File: config.mk
export PLATFORM = sky130hd
export DESIGN_NAME = ccff_bitstream_loader
export DESIGN_NICKNAME = d
export VERILOG_FILES = /design/src/rtl/ccff_bitstream_loader.sv
export SDC_FILE = /design/constraint.sdc
export NUM_CORES = 1
export LEC_CHECK = 0
export CAP_MARGIN = 10
export CORE_ASPECT_RATIO = 1.1
export CORE_MARGIN = 8
export CORE_UTILIZATION = 53
export DETAILED_ROUTE_END_ITERATION = 10
export PLACE_DENSITY = 0.74
export SETUP_SLACK_MARGIN = 0.2
export SYNTH_ARGS = -nofsm -noshare
export SYNTH_HDL_FRONTEND = slang
export SYNTH_SLANG_ARGS = --single-unit
File: constraint.sdc
create_clock -name prog_clk -period 2.75 [get_ports prog_clk]
set_clock_uncertainty 0.2 [all_clocks]
set_input_delay 0.55 -clock prog_clk [delete_from_list [all_inputs] [get_ports prog_clk]]
set_output_delay 0.55 -clock prog_clk [all_outputs]
set_load 0.01 [all_outputs]
File: src/rtl/ccff_bitstream_loader.sv
// Configuration-chain loader: unpacks host words LSB-first onto ccff_head with a
// per-bit shift enable, and packs the bits leaving ccff_tail back into readback words.
module ccff_bitstream_loader #(
  parameter int CHAIN_LEN = 18,
  parameter int WORD_W    = 8,
  parameter int CNT_W     = $clog2(CHAIN_LEN+1)
) (
  input  logic              prog_clk,
  input  logic              pReset,
  input  logic              start,
  input  logic              s_valid,
  input  logic [WORD_W-1:0] s_data,
  output logic              s_ready,
  output logic              ccff_head,
  output logic              ccff_shift_en,
  input  logic              ccff_tail,
  output logic              m_valid,
  output logic [WORD_W-1:0] m_data,
  input  logic              m_ready,
  output logic              busy,
  output logic              done
);

  localparam int LW = $clog2(WORD_W+1);
  localparam int IW = $clog2(WORD_W);
  localparam logic [CNT_W-1:0] ALL_BITS  = CNT_W'(CHAIN_LEN);
  localparam logic [CNT_W-1:0] LAST_BIT  = CNT_W'(CHAIN_LEN-1);
  localparam logic [LW-1:0]    FULL_WORD = LW'(WORD_W);
  localparam logic [LW-1:0]    TOP_IDX   = LW'(WORD_W-1);

  typedef enum logic [1:0] {IDLE, RUN, DRAIN} state_t;
  state_t state, state_n;

  logic [CNT_W-1:0]  cnt, acc_bits, rb_cnt;
  logic              pf_full;
  logic [WORD_W-1:0] pf_data, up_data;
  logic [LW-1:0]     pf_len, up_cnt, word_len;
  logic [31:0]       rem_bits;

  logic [WORD_W-1:0] col_data, col_data_n;
  logic [LW-1:0]     col_cnt, col_cnt_n;
  logic              col_closed, col_closed_n, col_last, col_last_n, m_last;

  logic start_pass, accept, move, blocked, shift_now, up_load, fin_accept;

  // Input side: prefetch refills the unpack register on the same edge its last bit leaves,
  // so word boundaries cost no shift bubble.
  always_comb begin
    rem_bits  = 32'(CHAIN_LEN) - 32'(acc_bits);
    word_len  = (rem_bits >= 32'(WORD_W)) ? FULL_WORD : LW'(rem_bits);
    accept    = s_valid & s_ready;
    shift_now = (state == RUN) & (up_cnt != '0) & ~blocked;
    up_load   = pf_full & ((up_cnt == '0) | (shift_now & (up_cnt == LW'(1))));
  end

  // Readback side. The bit captured next edge was issued last edge, so blocking looks one
  // edge ahead: stall when the collector will be closed and the output register still held.
  always_comb begin
    move         = col_closed & (~m_valid | m_ready);
    col_data_n   = col_data;
    col_cnt_n    = col_cnt;
    col_closed_n = col_closed;
    col_last_n   = col_last;
    if (move) begin
      col_data_n   = '0;
      col_cnt_n    = '0;
      col_closed_n = 1'b0;
      col_last_n   = 1'b0;
    end
    if (ccff_shift_en) begin
      col_data_n[col_cnt_n[IW-1:0]] = ccff_tail;
      if ((col_cnt_n == TOP_IDX) || (rb_cnt == LAST_BIT)) col_closed_n = 1'b1;
      if (rb_cnt == LAST_BIT) col_last_n = 1'b1;
      col_cnt_n = col_cnt_n + LW'(1);
    end
    blocked = col_closed_n & (move | (m_valid & ~m_ready));
  end

  always_ff @(posedge prog_clk or posedge pReset) begin
    if (pReset) state <= IDLE;
    else        state <= state_n;
  end

  always_comb begin
    state_n    = state;
    start_pass = 1'b0;
    fin_accept = 1'b0;
    busy       = (state != IDLE);
    s_ready    = (state == RUN) & ~pf_full & (acc_bits != ALL_BITS);
    case (state)
      IDLE: begin
        start_pass = start;
        if (start) state_n = RUN;
      end
      RUN:   if (shift_now && (cnt == LAST_BIT)) state_n = DRAIN;
      DRAIN: begin
        fin_accept = m_valid & m_ready & m_last;
        if (fin_accept) state_n = IDLE;
      end
      default: state_n = IDLE;
    endcase
  end

  always_ff @(posedge prog_clk or posedge pReset) begin
    if (pReset) begin
      cnt           <= '0;
      acc_bits      <= '0;
      rb_cnt        <= '0;
      pf_full       <= 1'b0;
      pf_data       <= '0;
      pf_len        <= '0;
      up_data       <= '0;
      up_cnt        <= '0;
      col_data      <= '0;
      col_cnt       <= '0;
      col_closed    <= 1'b0;
      col_last      <= 1'b0;
      m_valid       <= 1'b0;
      m_data        <= '0;
      m_last        <= 1'b0;
      ccff_head     <= 1'b0;
      ccff_shift_en <= 1'b0;
      done          <= 1'b0;
    end else if (start_pass) begin
      cnt           <= '0;
      acc_bits      <= '0;
      rb_cnt        <= '0;
      pf_full       <= 1'b0;
      pf_data       <= '0;
      pf_len        <= '0;
      up_data       <= '0;
      up_cnt        <= '0;
      col_data      <= '0;
      col_cnt       <= '0;
      col_closed    <= 1'b0;
      col_last      <= 1'b0;
      m_valid       <= 1'b0;
      m_data        <= '0;
      m_last        <= 1'b0;
      ccff_shift_en <= 1'b0;
      done          <= 1'b0;
    end else begin
      ccff_shift_en <= shift_now;
      if (shift_now) ccff_head <= up_data[0];
      if (shift_now && (cnt != ALL_BITS)) cnt <= cnt + CNT_W'(1);

      if (accept) begin
        pf_data  <= s_data;
        pf_len   <= word_len;
        pf_full  <= 1'b1;
        acc_bits <= acc_bits + CNT_W'(word_len);
      end else if (up_load) begin
        pf_full  <= 1'b0;
      end

      if (up_load) begin
        up_data <= pf_data;
        up_cnt  <= pf_len;
      end else if (shift_now) begin
        up_data <= up_data >> 1;
        up_cnt  <= up_cnt - LW'(1);
      end

      if (ccff_shift_en && (rb_cnt != ALL_BITS)) rb_cnt <= rb_cnt + CNT_W'(1);
      col_data   <= col_data_n;
      col_cnt    <= col_cnt_n;
      col_closed <= col_closed_n;
      col_last   <= col_last_n;

      if (move) begin
        m_data  <= col_data;
        m_valid <= 1'b1;
        m_last  <= col_last;
      end else if (m_valid && m_ready) begin
        m_valid <= 1'b0;
      end

      if (fin_accept) done <= 1'b1;
    end
  end

endmodule

==> impl_metrics.py <==
metrics = {
    "critical_path": {
        "slowest_delay_ns": 0.40,
        "worstRegToRegCells": 12,
        "timing.rr.end": "acc_bits[2]",
        "worst-endpoint-arrival_ns": 2.57,
        "timing.reg2reg.setup_slack_ns": 0.22,
        "path_max_fanout": 5,
        "critical_path_required_ns": 2.78,
        "crit_path_cell_trace": "buf_6 -> ha_4 -> xnor2_1 -> or3_4 -> nand2_8 -> nand2_4 -> o21a_1 -> ha_4 -> a21oi_2 -> xor2_1 -> mux2i_1 -> a22o_1",
        "timing.rr.start": "acc_bits[0]",
        "worstSetupPathType": "flop to flop",
        "end_kind": "flop",
        "setup.worst_path.start_class": "flop",
        "worst_path_most_repeated_cell": "ha_4",
        "critical_path.slowest_cell": "dfrtp_1",
    },
    "logic_synthesis": {
        "mappedNetlistArea_sq_um": 3680,
        "synthesis.nets": 412,
        "ys_warn_count": 0,
        "synth_most_common_cell": "dfrtp_1",
        "synth_sequential_area_ratio": 0.469,
        "post-synth-top-area-fraction": 0.469,
        "synth-main-ff-cell": "dfrtp_1",
        "post_synth_most_frequent_cells": "dfrtp_1, nand2_1, a21oi_1",
        "syn-instance-count": 385,
        "synthTopCellsByArea": "dfrtp_1, nand2_1, mux2i_1",
        "postSynthAreaPerCell_sq_um": 9.56,
        "area_leader_netlist": "dfrtp_1",
        "synth_enable_flop_cells": 0,
        "synth_cell_type_count": 54,
        "postSynth.asyncResetShare": 1.00,
        "synth-seq-cells": 69,
    },
    "worst_hold_path": {
        "min-delay-path-class": "flop to flop",
        "hold_end": "cnt[4]",
        "hold_depth": 1,
        "start_point_of_the_worst_min_delay_path": "cnt[4]",
    },
    "placement": {
        "port_buffers": 27,
        "dpl-instance-area_sq_um": 4320,
        "routabilityCongestion": 0.874,
        "dp.final_hpwl_um": 5860,
    },
    "layout": {
        "num-nets-final": 472,
        "postLayoutCoreUtil": 0.689,
        "share_of_post_route_cells_with_drive_strength_above_1": 0.247,
        "syn2layout_area_growth_pct": 29.0,
        "fin_area_sq_um": 4750,
        "antenna_diodes": 0,
    },
    "sta": {
        "setup-violations-final": 0,
        "slew-limit-headroom": 0.529,
        "fmax_mhz": 395,
        "timing_hold_violations_final": 0,
        "max_slew.worst_pin.slew_ns": 0.697,
        "timing.final.max_slew_violations": 0,
        "layout_worst_path_cycle_share": 0.921,
        "timing.hold.ws_ns": 0.277,
        "grt_setup_unrepaired": "yes",
        "layout_min_cycle_time_ns": 2.53,
    },
    "die": {
        "initial_core_util": 0.534,
        "core_region_area_sq_um": 6890,
        "die-height_um": 103,
        "boundaryPins": 28,
        "die_area_sq_um": 9870,
        "fp-row-count": 32,
        "die_w_um": 95.4,
    },
    "cts": {
        "tritoncts_clock_tree": "yes",
        "tritoncts.num_buffers": 9,
        "cts-root-to-sink-buffers": 2,
        "worst_skew_pair.late_latency_ns": 0.34,
        "clk_pin_slew_ns": 0.07,
        "clkSinkCount": 69,
        "root_buffer": "clkbuf_8",
        "holdBufCountCts": 0,
        "cts_max_level": 3,
    },
    "global_route": {
        "antenna_violations_before_repair": 0,
        "grt_start_max_net_pins": 29,
        "total_gr_overflow": 0,
        "global_route.usage.total": 0.188,
        "grt_pass1_vias": 3152,
        "global_route_wire_length_before_repair_um": 14400,
    },
    "route": {
        "drt-vias-per-instance": 5.76,
        "wirelength_per_cell_um": 16.4,
        "drt_drc": 0,
        "detail_route.first_pass.iterations": 4,
        "final_antenna_net_count": 0,
        "dr_total_vias": 3079,
        "drt-total-wl_um": 8780,
        "first_iter_violations": 101,
    },
    "job": {
        "max_cap_viol_count": 0,
    },
    "pwr": {
        "peakVddDrop_uv": 679,
        "power_leakage_nw": 2.15,
        "power_density_nw_per_um2": 1130,
    },
    "outcome": {
        "status": "finished, final reports clean",
    },
}
-- repair_timing --
item                                    CTS  global route
pin swaps                                10            11
endpoints found under the setup margin   22            19
cloned                                    3             0
resized for setup                        15            18
setup buffers                             8             3
-- layout make-up --
type,instances,area [sq um]
Inverter,19,76.3
Multi-Input combinational cell,276,1990
Timing Repair Buffer,68,641
Sequential cell,69,1730
Timing Repair inverter,2,12.5
Clock inverter,5,50.0
Tap cell,85,106
Fill cell,554,2140
Clock buffer,11,141
-- worst max-delay path, delay by kind of cell (launching register included) --
kind	cells	cell delay, ns
AOI/OAI and AO/OA	3	0.45
xor gates and xnor gates	2	0.27
adders and majority gates	2	0.36
buffers and inverters	1	0.13
DFF	1	0.40
muxes	1	0.09
and+or+nand+nor	3	0.52
-- registers in the layout, summed over array words and instances (netlist names), 5 cells and up --
signal and count:
m_data 8, col_data 8, acc_bits 5, rb_cnt 5, cnt 5, up_data 8, pf_data 8
-- through the flow --
| step | worst slack [ns] | total power, mW | setup TNS (ns) | std cells |
|---|---|---|---|---|
| after floorplan | 0.0567 | 3.46 | 0 | 385 |
| after global placement | -0.426 | 4.11 | -6.58 | 504 |
| after detailed placement | -0.537 | 4.22 | -7.89 | 504 |
| after CTS | 0.203 | 5.26 | 0 | 531 |
| after global routing | 0.147 | 5.75 | 0 | 535 |
| final | 0.217 | 5.36 | 0 | 535 |
-- layout by cell type, fill, tap and decap left out, drive strengths merged, types with 5 or more instances in the layout --
cell type	instances
mux2i	17
xnor2	6
nor2	18
nand2b	5
o21ai	15
clkbuf	12
nand3	19
nand4	9
a211oi	21
inv	20
xor2	5
nand2	67
a21oi	28
clkinv	5
buf	41
clkdlybuf4s50	25
dfrtp	69
ha	13
-- layer usage --
| metal | GRT usage | vias to the layer above | share of wire |
|---|---|---|---|
| li1 | - | 1478 | - |
| met1 | 0.207 | 1538 | 0.42 |
| met5 | 0 | - | 0 |
| met3 | 0.0310 | 14 | 0.028 |
| met4 | 0.0876 | 0 | 0.018 |
| met2 | 0.343 | 49 | 0.53 |
-- power by group --
group	internal (mW)	switching [mW]	total, mW	leakage, nW
Sequential	1.44	0.394	1.83	0.885
Clock	0.438	0.378	0.815	0.103
Combinational	1.32	1.39	2.71	1.16
Total	3.20	2.17	5.36	2.15
-- kinds of logic after synthesis --
logic type	synth area share
buf+inv	0.0479
compound gates	0.171
simple gates	0.195
mux	0.0462
flops	0.469
fa+ha+maj	0.0442
xor+xnor	0.0262
-- how the worst max path moves through the flow --
| stage | startpoint | to | slack (ns) | depth (start not counted) |
|---|---|---|---|---|
| floorplan | m_ready | up_data[0] | 0.06 | 11 |
| global placement | m_ready | up_data[6] | -0.43 | 10 |
| detailed placement | m_ready | up_data[0] | -0.54 | 10 |
| CTS | acc_bits[0] | acc_bits[4] | 0.20 | 12 |
| global route | m_valid | up_cnt[1] | 0.15 | 11 |
| finish | acc_bits[0] | acc_bits[2] | 0.22 | 12 |
Note: power is estimated with default switching activity, not from simulation.
